===== config.mk =====
export PLATFORM = sky130hd
export DESIGN_NAME = cpc_ram_paging_ctrl_flat
export DESIGN_NICKNAME = d
export VERILOG_FILES = /design/src/rtl/cpc_ram_paging_ctrl_if.sv /design/src/rtl/cpc_ram_paging_ctrl.sv /design/src/flat_wrapper.sv
export SDC_FILE = /design/constraint.sdc
export NUM_CORES = 1
export LEC_CHECK = 0
export CORE_MARGIN = 5
export CORE_UTILIZATION = 47
export CTS_CLUSTER_DIAMETER = 40
export DETAILED_ROUTE_END_ITERATION = 12
export MAX_ROUTING_LAYER = met4
export PLACE_DENSITY = 0.9
export SETUP_SLACK_MARGIN = 0.02
export SLEW_MARGIN = 20
export SYNTH_ARGS = -nofsm -noshare
export SYNTH_HDL_FRONTEND = slang
export SYNTH_SLANG_ARGS = --single-unit

===== constraint.sdc =====
create_clock -name CLK -period 3.17 [get_ports CLK]
set_input_delay 0.634 -clock CLK [delete_from_list [all_inputs] [get_ports CLK]]
set_output_delay 0.634 -clock CLK [all_outputs]
set_load 0.01 [all_outputs]

===== src/rtl/cpc_ram_paging_ctrl_if.sv =====
// ---------------------------------------------------------------------------
// cpc_ram_paging_ctrl_if
//   Bus bundle between the Z80/CPC expansion edge and the RAM paging
//   controller: the Z80 control/address/data lines on one side, and the
//   SRAM high address, strobes and RAMDIS on the other.
//
//   Z80 side  : A[15:0], D[7:0], IOREQ_B, MREQ_B, WR_B, RD_B, RFSH_B
//   SRAM side : ramadr_hi[ADR_HI_W-1:0], ramcs_b, ramwe_b, ramoe_b, RAMDIS
//
//   master : the CPU/bus side (drives the Z80 lines, observes SRAM lines)
//   slave  : the paging controller (observes Z80 lines, drives SRAM lines)
// ---------------------------------------------------------------------------
interface cpc_ram_paging_ctrl_if #(
    parameter  int EXT_BANK_BITS = 0,
    localparam int ADR_HI_W      = 5 + EXT_BANK_BITS
);
    logic [15:0]         A;
    logic [7:0]          D;
    logic                IOREQ_B;
    logic                MREQ_B;
    logic                WR_B;
    logic                RD_B;
    logic                RFSH_B;
    logic [ADR_HI_W-1:0] ramadr_hi;
    logic                ramcs_b;
    logic                ramwe_b;
    logic                ramoe_b;
    logic                RAMDIS;

    modport master (
        output A, D, IOREQ_B, MREQ_B, WR_B, RD_B, RFSH_B,
        input  ramadr_hi, ramcs_b, ramwe_b, ramoe_b, RAMDIS
    );

    modport slave (
        input  A, D, IOREQ_B, MREQ_B, WR_B, RD_B, RFSH_B,
        output ramadr_hi, ramcs_b, ramwe_b, ramoe_b, RAMDIS
    );
endinterface


===== src/rtl/cpc_ram_paging_ctrl.sv =====
// ---------------------------------------------------------------------------
// cpc_ram_paging_ctrl
//   RAM expansion paging controller for the Amstrad CPC. Snoops Z80 OUT
//   cycles to port &7Fxx with D[7:6]=11, filters the strobe for a minimum
//   width, and commits {map mode, bank} when the strobe goes away. The map
//   mode and the live address select the SRAM block; refresh cycles never
//   reach the SRAM.
//
//   Parameters
//     EXT_BANK_BITS : extra bank bits taken from ~A[8 +: n], 0..3 (0 = 512K)
//     MIN_STROBE    : samples of a valid IO write before commit is armed, 1..7
//
//   Ports
//     CLK     : CPU clock, all state changes on the rising edge
//     RESET_B : asynchronous active-low reset
//     bus     : Z80 bus in, SRAM control out (slave modport)
//     mode_q  : registered map mode (debug)
//     bank_q  : registered bank (debug)
// ---------------------------------------------------------------------------
module cpc_ram_paging_ctrl #(
    parameter  int EXT_BANK_BITS = 0,
    parameter  int MIN_STROBE    = 1,
    localparam int BANK_W        = 3 + EXT_BANK_BITS,
    localparam int ADR_HI_W      = BANK_W + 2
) (
    input  logic                        CLK,
    input  logic                        RESET_B,
    cpc_ram_paging_ctrl_if.slave        bus,
    output logic [2:0]                  mode_q,
    output logic [BANK_W-1:0]           bank_q
);

    typedef enum logic [1:0] {
        S_IDLE  = 2'd0,
        S_COUNT = 2'd1,
        S_ARM   = 2'd2
    } state_t;

    // Sampled Z80 lines
    logic       ioreq_s;
    logic       wr_s;
    logic       a15_s;
    logic [2:0] a_hi_s;
    logic [7:0] d_s;
    logic       sample_valid;

    // Paging state
    state_t            state;
    logic [2:0]        cnt;
    logic [2:0]        cap_mode;
    logic [BANK_W-1:0] cap_bank;
    logic [BANK_W-1:0] bank_in;
    logic              seen_idle;
    logic              iowr_s;

    // Address map
    logic                sel;
    logic [1:0]          blk;
    logic [ADR_HI_W-1:0] adr_hold;

    // Bus lines this block never looks at.
    logic unused_bus;
    assign unused_bus = ^{bus.A[13:11], bus.A[7:0]};

    // -----------------------------------------------------------------------
    // Input sampling. The reset values read as an idle bus.
    // -----------------------------------------------------------------------
    // NOTE: registers use non-blocking assignments so every flop sees the
    // pre-edge value of every other flop, whatever the statement order.
    always_ff @(posedge CLK or negedge RESET_B) begin
        if (!RESET_B) begin
            ioreq_s      <= 1'b1;
            wr_s         <= 1'b1;
            a15_s        <= 1'b1;
            a_hi_s       <= 3'd0;
            d_s          <= 8'd0;
            sample_valid <= 1'b0;
        end else begin
            ioreq_s      <= bus.IOREQ_B;
            wr_s         <= bus.WR_B;
            a15_s        <= bus.A[15];
            a_hi_s       <= bus.A[10:8];
            d_s          <= bus.D;
            sample_valid <= 1'b1;
        end
    end

    assign iowr_s = !ioreq_s && !wr_s && !a15_s && (d_s[7:6] == 2'b11);

    // Extended bank bits are the inverted upper address byte, placed as MSBs.
    generate
        if (EXT_BANK_BITS == 0) begin : g_no_ext
            logic unused_a_hi;
            assign unused_a_hi = ^a_hi_s;
            assign bank_in     = d_s[5:3];
        end else begin : g_ext
            assign bank_in = {~a_hi_s[EXT_BANK_BITS-1:0], d_s[5:3]};
        end
    endgenerate

    // -----------------------------------------------------------------------
    // Strobe filter / commit FSM.
    // seen_idle blocks a strobe that was already active across reset release:
    // only a real inactive sample re-enables detection.
    // -----------------------------------------------------------------------
    always_ff @(posedge CLK or negedge RESET_B) begin
        if (!RESET_B) begin
            state     <= S_IDLE;
            cnt       <= 3'd0;
            cap_mode  <= 3'd0;
            cap_bank  <= '0;
            mode_q    <= 3'd0;
            bank_q    <= '0;
            seen_idle <= 1'b0;
        end else begin
            if (sample_valid && !iowr_s) begin
                seen_idle <= 1'b1;
            end

            case (state)
                S_IDLE: begin
                    if (iowr_s && seen_idle) begin
                        cnt      <= 3'd1;
                        cap_mode <= d_s[2:0];
                        cap_bank <= bank_in;
                        state    <= (MIN_STROBE == 1) ? S_ARM : S_COUNT;
                    end
                end

                S_COUNT: begin
                    if (iowr_s) begin
                        cnt      <= cnt + 3'd1;
                        cap_mode <= d_s[2:0];
                        cap_bank <= bank_in;
                        if (cnt + 3'd1 == 3'(MIN_STROBE)) begin
                            state <= S_ARM;
                        end
                    end else begin
                        // Too short: treated as a glitch, nothing committed.
                        cnt   <= 3'd0;
                        state <= S_IDLE;
                    end
                end

                S_ARM: begin
                    if (iowr_s) begin
                        // Keep recapturing so the last sampled data wins.
                        cap_mode <= d_s[2:0];
                        cap_bank <= bank_in;
                    end else begin
                        mode_q <= cap_mode;
                        bank_q <= cap_bank;
                        cnt    <= 3'd0;
                        state  <= S_IDLE;
                    end
                end

                default: begin
                    cnt   <= 3'd0;
                    state <= S_IDLE;
                end
            endcase
        end
    end

    // -----------------------------------------------------------------------
    // Address map from the committed mode and the live A[15:14].
    // -----------------------------------------------------------------------
    // NOTE: every output of this block gets a default before the case so no
    // path leaves it unassigned and no latch is inferred.
    always_comb begin
        sel = 1'b0;
        blk = 2'd0;
        case (mode_q)
            3'd0: begin
                sel = 1'b0;
            end
            3'd1, 3'd3: begin
                sel = (bus.A[15:14] == 2'b11);
                blk = 2'd3;
            end
            3'd2: begin
                sel = 1'b1;
                blk = bus.A[15:14];
            end
            default: begin
                sel = (bus.A[15:14] == 2'b01);
                blk = mode_q[1:0];
            end
        endcase
    end

    // Last selected address, so the SRAM high address does not wander while
    // the expansion is deselected.
    // NOTE: only this small hold register needs a reset; it defines the
    // ramadr_hi value seen straight out of reset.
    always_ff @(posedge CLK or negedge RESET_B) begin
        if (!RESET_B) begin
            adr_hold <= '0;
        end else if (sel) begin
            adr_hold <= {bank_q, blk};
        end
    end

    // Refresh cycles carry MREQ but must never select the SRAM.
    assign bus.ramcs_b   = !(sel && !bus.MREQ_B && bus.RFSH_B);
    assign bus.ramwe_b   = bus.ramcs_b || bus.WR_B;
    assign bus.ramoe_b   = bus.ramcs_b || bus.RD_B;
    assign bus.RAMDIS    = !bus.ramcs_b;
    assign bus.ramadr_hi = sel ? {bank_q, blk} : adr_hold;

endmodule


===== src/flat_wrapper.sv =====
// flat-port wrapper written by rule: the top's interface ports become plain ports
module cpc_ram_paging_ctrl_flat 
#(
    parameter  int EXT_BANK_BITS = 0,
    parameter  int MIN_STROBE    = 1,
    localparam int BANK_W        = 3 + EXT_BANK_BITS,
    localparam int ADR_HI_W      = BANK_W + 2
)
  (CLK, RESET_B, mode_q, bank_q, bus_A, bus_D, bus_IOREQ_B, bus_MREQ_B, bus_WR_B, bus_RD_B, bus_RFSH_B, bus_ramadr_hi, bus_ramcs_b, bus_ramwe_b, bus_ramoe_b, bus_RAMDIS);
  cpc_ram_paging_ctrl_if #(.EXT_BANK_BITS(EXT_BANK_BITS)) bus_i ();
  input  logic CLK;
  input  logic RESET_B;
  output logic [2:0] mode_q;
  output logic [BANK_W-1:0] bank_q;
  input wire logic [$bits(bus_i.A)-1:0] bus_A;
  input wire logic [$bits(bus_i.D)-1:0] bus_D;
  input wire logic [$bits(bus_i.IOREQ_B)-1:0] bus_IOREQ_B;
  input wire logic [$bits(bus_i.MREQ_B)-1:0] bus_MREQ_B;
  input wire logic [$bits(bus_i.WR_B)-1:0] bus_WR_B;
  input wire logic [$bits(bus_i.RD_B)-1:0] bus_RD_B;
  input wire logic [$bits(bus_i.RFSH_B)-1:0] bus_RFSH_B;
  output wire logic [$bits(bus_i.ramadr_hi)-1:0] bus_ramadr_hi;
  output wire logic [$bits(bus_i.ramcs_b)-1:0] bus_ramcs_b;
  output wire logic [$bits(bus_i.ramwe_b)-1:0] bus_ramwe_b;
  output wire logic [$bits(bus_i.ramoe_b)-1:0] bus_ramoe_b;
  output wire logic [$bits(bus_i.RAMDIS)-1:0] bus_RAMDIS;
  assign bus_i.A = bus_A;
  assign bus_i.D = bus_D;
  assign bus_i.IOREQ_B = bus_IOREQ_B;
  assign bus_i.MREQ_B = bus_MREQ_B;
  assign bus_i.WR_B = bus_WR_B;
  assign bus_i.RD_B = bus_RD_B;
  assign bus_i.RFSH_B = bus_RFSH_B;
  assign bus_ramadr_hi = bus_i.ramadr_hi;
  assign bus_ramcs_b = bus_i.ramcs_b;
  assign bus_ramwe_b = bus_i.ramwe_b;
  assign bus_ramoe_b = bus_i.ramoe_b;
  assign bus_RAMDIS = bus_i.RAMDIS;
  cpc_ram_paging_ctrl #(.EXT_BANK_BITS(EXT_BANK_BITS), .MIN_STROBE(MIN_STROBE)) u_core (.CLK(CLK), .RESET_B(RESET_B), .bus(bus_i), .mode_q(mode_q), .bank_q(bank_q));
endmodule

Yosys cells after proc, flatten, opt, wreduce, memory -nomap -nowiden:

Cells that the tools add are included.

* register bits: 35
* bits in latches: 0
* RAM bits: 0
* bits in read-only memories: 0
* bits of input ports: 31
* output and inout bits: 15
* logic and storage cells: 70
* memories kept: 0

* $add $sub $neg: 1
* multipliers: 0
* div/mod/pow operators: 0
* magnitude comparators: 0
* eq/ne operators: 13
* shift-type cells: 0
* muxes and demuxes: 18
* bitwise gates (word level): 1
* reduce and logical (&&, ||, !) cells: 24

Operators by type and width (count)
* two-way mux 3 bit: 7
* one-hot mux 2 bit (3 select lines): 2
* one-hot mux 3 bit (2 select lines): 2
* one-hot mux 3 bit (3 select lines): 1
* two-way mux 2 bit: 4
* logical AND 1 bit: 7
* == test 2 bit, second input constant: 3
* == test 3 x 1 -> 1 bit, second input constant: 2
* == test 3 x 2 -> 1 bit, second input constant: 2
* logical NOT 1 bit: 6
* AND reduction 3 bit: 2
* two-way mux 5 bit: 1
* == test 2 x 1 -> 1 bit, second input constant: 2
* != test 2 x 1 -> 1 bit, second input constant: 2
* AND reduction 2 bit: 2
* OR reduction 2 bit: 2
* adder 3 x 1 -> 3 bit, second input constant: 1
* logical NOT 3 bit: 1
* != test 3 bit, second input constant: 1
* one-hot mux 1 bit (3 select lines): 1
* logical NOT 2 bit: 1
* logical OR 1 bit: 2
* != test 2 bit, second input constant: 1
* nonzero test 2 bit: 1
* inverter 1 bit: 1

Longest topological paths before layout:

* depth after elaboration: 7
* depth in mapped cells: 5
* mapped depth without buffers: 3

Least setup slack after synthesis:

OpenSTA, ideal clock, no wires.

* path kind: input port to output port
* start: input port bus_A[14]
* end: output port bus_ramoe_b
* arrival: 1.510 ns
* data required time: 2.536 ns
* setup slack: 1.026 ns
* stages: 4
* path buffers: 1
* cell sequence: nand3_2 > and3_1 > buf_6 > or4_4

* word-level cells in the longest chain between the ends: 6
* elaborated cells between the ends (all ways): 7
* those cells by class: eq/ne (2); mux (1); reduce/logical (4)

Ends and longest elaborated chain
* start: declaration: line flat_wrapper.sv:15 `input wire logic [$bits(bus_i.A)-1:0] bus_A;`
* == test 2 x 1 -> 1 bit or == test 2 bit (tied branches): line cpc_ram_paging_ctrl.sv:187, cpc_ram_paging_ctrl.sv:179
* one-hot mux 1 bit (3 select lines) *: line cpc_ram_paging_ctrl.sv:174 `case (mode_q)`
* logical AND 1 bit * (2 in series): line cpc_ram_paging_ctrl.sv:206 `assign bus.ramcs_b = !(sel && !bus.MREQ_B && bus.RFSH_B);`
* logical NOT 1 bit *: line cpc_ram_paging_ctrl.sv:206
* logical OR 1 bit *: line cpc_ram_paging_ctrl.sv:208 `assign bus.ramoe_b = bus.ramcs_b || bus.RD_B;`
* end: declaration: line flat_wrapper.sv:25 `output wire logic [$bits(bus_i.ramoe_b)-1:0] bus_ramoe_b;`

Every way passes the cells marked *; elsewhere a longest branch is shown, timed or not.

Final worst setup path:

Same ends and word-level chain as after synthesis.

==> metrics <==
unrepaired setup endpoints after global routing no; met3 wire length 135 µm; Reg clk slew, reported paths 0.09 ns; total CTS buffers 5; DR WL/cell 16.5 µm; Synth Net Count 123; CP arrival 2.47 ns; Synth cell types 31; number of port buffers 31; CTS Sinks 31; GP Congestion 0.800; Worst-Skew Late Latency 0.33 ns; global route total overflow 0; share of post-route cells with drive strength above 1 28.9%; Root Driver clkbuf_4; CP max FO 5; Yosys warning count 0; Initial Util 50.1%; Area Growth Syn to Fin 34.2%; drt pass-1 iters 4; H-tree depth 2; initial antenna violation count 0; Tightest Hold Check Type reg -> reg; TNS Setup 0 ns; Synth Instances 92; DRC viols 0; hold-fix buffers at CTS 0; WL final 2720 µm; sequential-to-total area share from yosys stat 61.1%; Seq cells post-synth 31; pwr dens 653 nW/µm²; post-route ant nets 0; Avg Synthesized Cell Area 13.9 µm²; core area 2540 µm²; Vias/cell 5.45; Post-synth EDFFs 0; global-route wire length before repair 4330 µm; Max Cap Viol 0; I/O Pins 46; max frequency 322 MHz; CTS tree built; Finish-stage setup viols 0; GRT Total Usage 14.7%; Die ar. 3860 µm²; DP Cell Count 157; CP Capture Type primary output; Worst Max-Slew Pin Slew 0.647 ns; share of flip-flops with an asynchronous set or reset 100%; Req. time, crit path 2.54 ns; Mapped Area 1280 µm²; Die W 62.1 µm; post-DP HPWL 1930 µm; total number of vias 900; # diodes 0; Critical Path Source Type input port; Final Slew Violations 0; WL met1 1070 µm; Leak 0.741 nW; largest net degree at the start of global routing 18; Setup Buffers After CTS 0; number of placement rows 18; slew margin rel. 56.7%; Period minus WS final 3.10 ns; Final #Nets 165; initial DRC count 9; final hold violation count 0; Post-synth top flop dfrtp_1; Final Cycle Share 97.9%; Final Skew 0.0134 ns; vias in the first global route 916; Clock Tree Buf Depth 2; commonest non-fill, non-tap cell in the layout dfrtp_1; DR WL met2 1470 µm; Die Height 62.1 µm; Crit Path Class in -> out; maximum VDD drop 0.000485 V; most frequent cells in the layout 28 x dfrtp_1, 26 x clkdlybuf4s50_1, 12 x mux2_2, 6 x buf_4; status completed; Cell Count, Final, Fillers Out 165; Top Layer Used met4
-- kinds of logic after synthesis --
family | count (synthesis) | synth area share (%)
flops | 31 | 61.1
compound gates | 16 | 10.1
simple gates | 27 | 15.8
mux | 12 | 10.6
other cells | 1 | 0.294
buf+inv | 5 | 2.16
-- synth_stat cells (2+ instances only) --
cell type	number	area share, %
nor2b_1	2	0.98
nor2_1	5	1.5
or4_4	2	1.8
dfstp_2	3	6.2
mux2_2	12	11
dfrtp_1	28	55
nand3_1	3	1.2
nor3_1	2	0.78
nand2b_1	3	1.5
o221a_2	2	1.8
nand4_1	3	1.5
inv_1	3	0.88
o211ai_1	3	1.8
o21ai_0	3	1.2
a21oi_1	2	0.78
-- per-stage QoR --
| stage | hold slack [ns] | cell area (µm²) | util, % | setup WS, ns | power, mW |
|---|---|---|---|---|---|
| after CTS | 0.483 | 1700 | 66.9 | 0.0260 | 1.12 |
| after floorplan | 0.338 | 1280 | - | 1.03 | 0.719 |
| after global placement | 0.452 | 1650 | 64.9 | 0.0524 | 0.889 |
| final | 0.485 | 1710 | 67.3 | 0.0680 | 1.12 |
| after detailed placement | 0.457 | 1650 | 64.9 | 0.00622 | 0.908 |
| after global routing | 0.489 | 1710 | 67.3 | 0.0207 | 1.18 |
-- critical path, stage by stage --
cell	delay [ns]
clkdlybuf4s50_1	0.53
nand3_2	0.10
and3_1	0.24
or4_4	0.48
clkdlybuf4s50_1	0.49
-- report_power, final --
part | switching (mW) | leakage (nW) | total [mW] | internal (mW)
registers | 0.0712 | 0.376 | 0.538 | 0.467
logic | 0.152 | 0.337 | 0.357 | 0.205
clock network | 0.137 | 0.0282 | 0.223 | 0.0854
total | 0.361 | 0.741 | 1.12 | 0.758
-- repair_timing --
action,4_1_cts,5_1_grt
gates resized for setup,3,4
endpoints found under the setup margin,3,4
gates cloned,0,0
-- sequential cells by signal, indices dropped and copies added (netlist names) --
| signal | flops |
|---|---|
| u_core.d_s | 8 |
| u_core.adr_hold | 5 |
| u_core.bank_q | 3 |
| u_core.cap_bank | 3 |
| u_core.cap_mode | 3 |
| u_core.mode_q | 3 |
| u_core.a15_s | 1 |
| u_core.ioreq_s | 1 |
| u_core.sample_valid | 1 |
| u_core.seen_idle | 1 |
| u_core.state | 1 |
| u_core.wr_s | 1 |
-- worst paths after layout --
kind	startpoint	to	slack, ns	depth (start not counted)
worst max register to register	u_core.mode_q[2]$_DFFE_PN0P_	u_core.adr_hold[4]$_DFF_PN0_	1.62	4
max in group asynchronous	RESET_B	u_core.d_s[3]$_DFF_PN0_	1.81	2
min in group asynchronous	RESET_B	u_core.adr_hold[0]$_DFF_PN0_	0.69	1
worst min-delay path	u_core.d_s[3]$_DFF_PN0_	u_core.cap_bank[0]$_DFFE_PN0P_	0.48	1
worst max-delay path	bus_A[14]	bus_ramoe_b	0.07	5
worst min register to register	u_core.d_s[3]$_DFF_PN0_	u_core.cap_bank[0]$_DFFE_PN0P_	0.48	1
-- layer usage --
metal  global-route usage [%]  up-vias
met2                     23.7       23
met3                     6.47        6
li1                         -      418
met5                        -        -
met4                     4.88        0
met1                     16.3      453
-- area by class of cell --
type / count / area [µm²]
Clock buffer: 6 / 41.3
Clock inverter: 2 / 12.5
Fill cell: 185 / 832
Inverter: 3 / 11.3
Multi-Input combinational cell: 56 / 474
Sequential cell: 31 / 779
Tap cell: 30 / 37.5
Timing Repair Buffer: 37 / 357
Power figures use the tool's default switching activity.
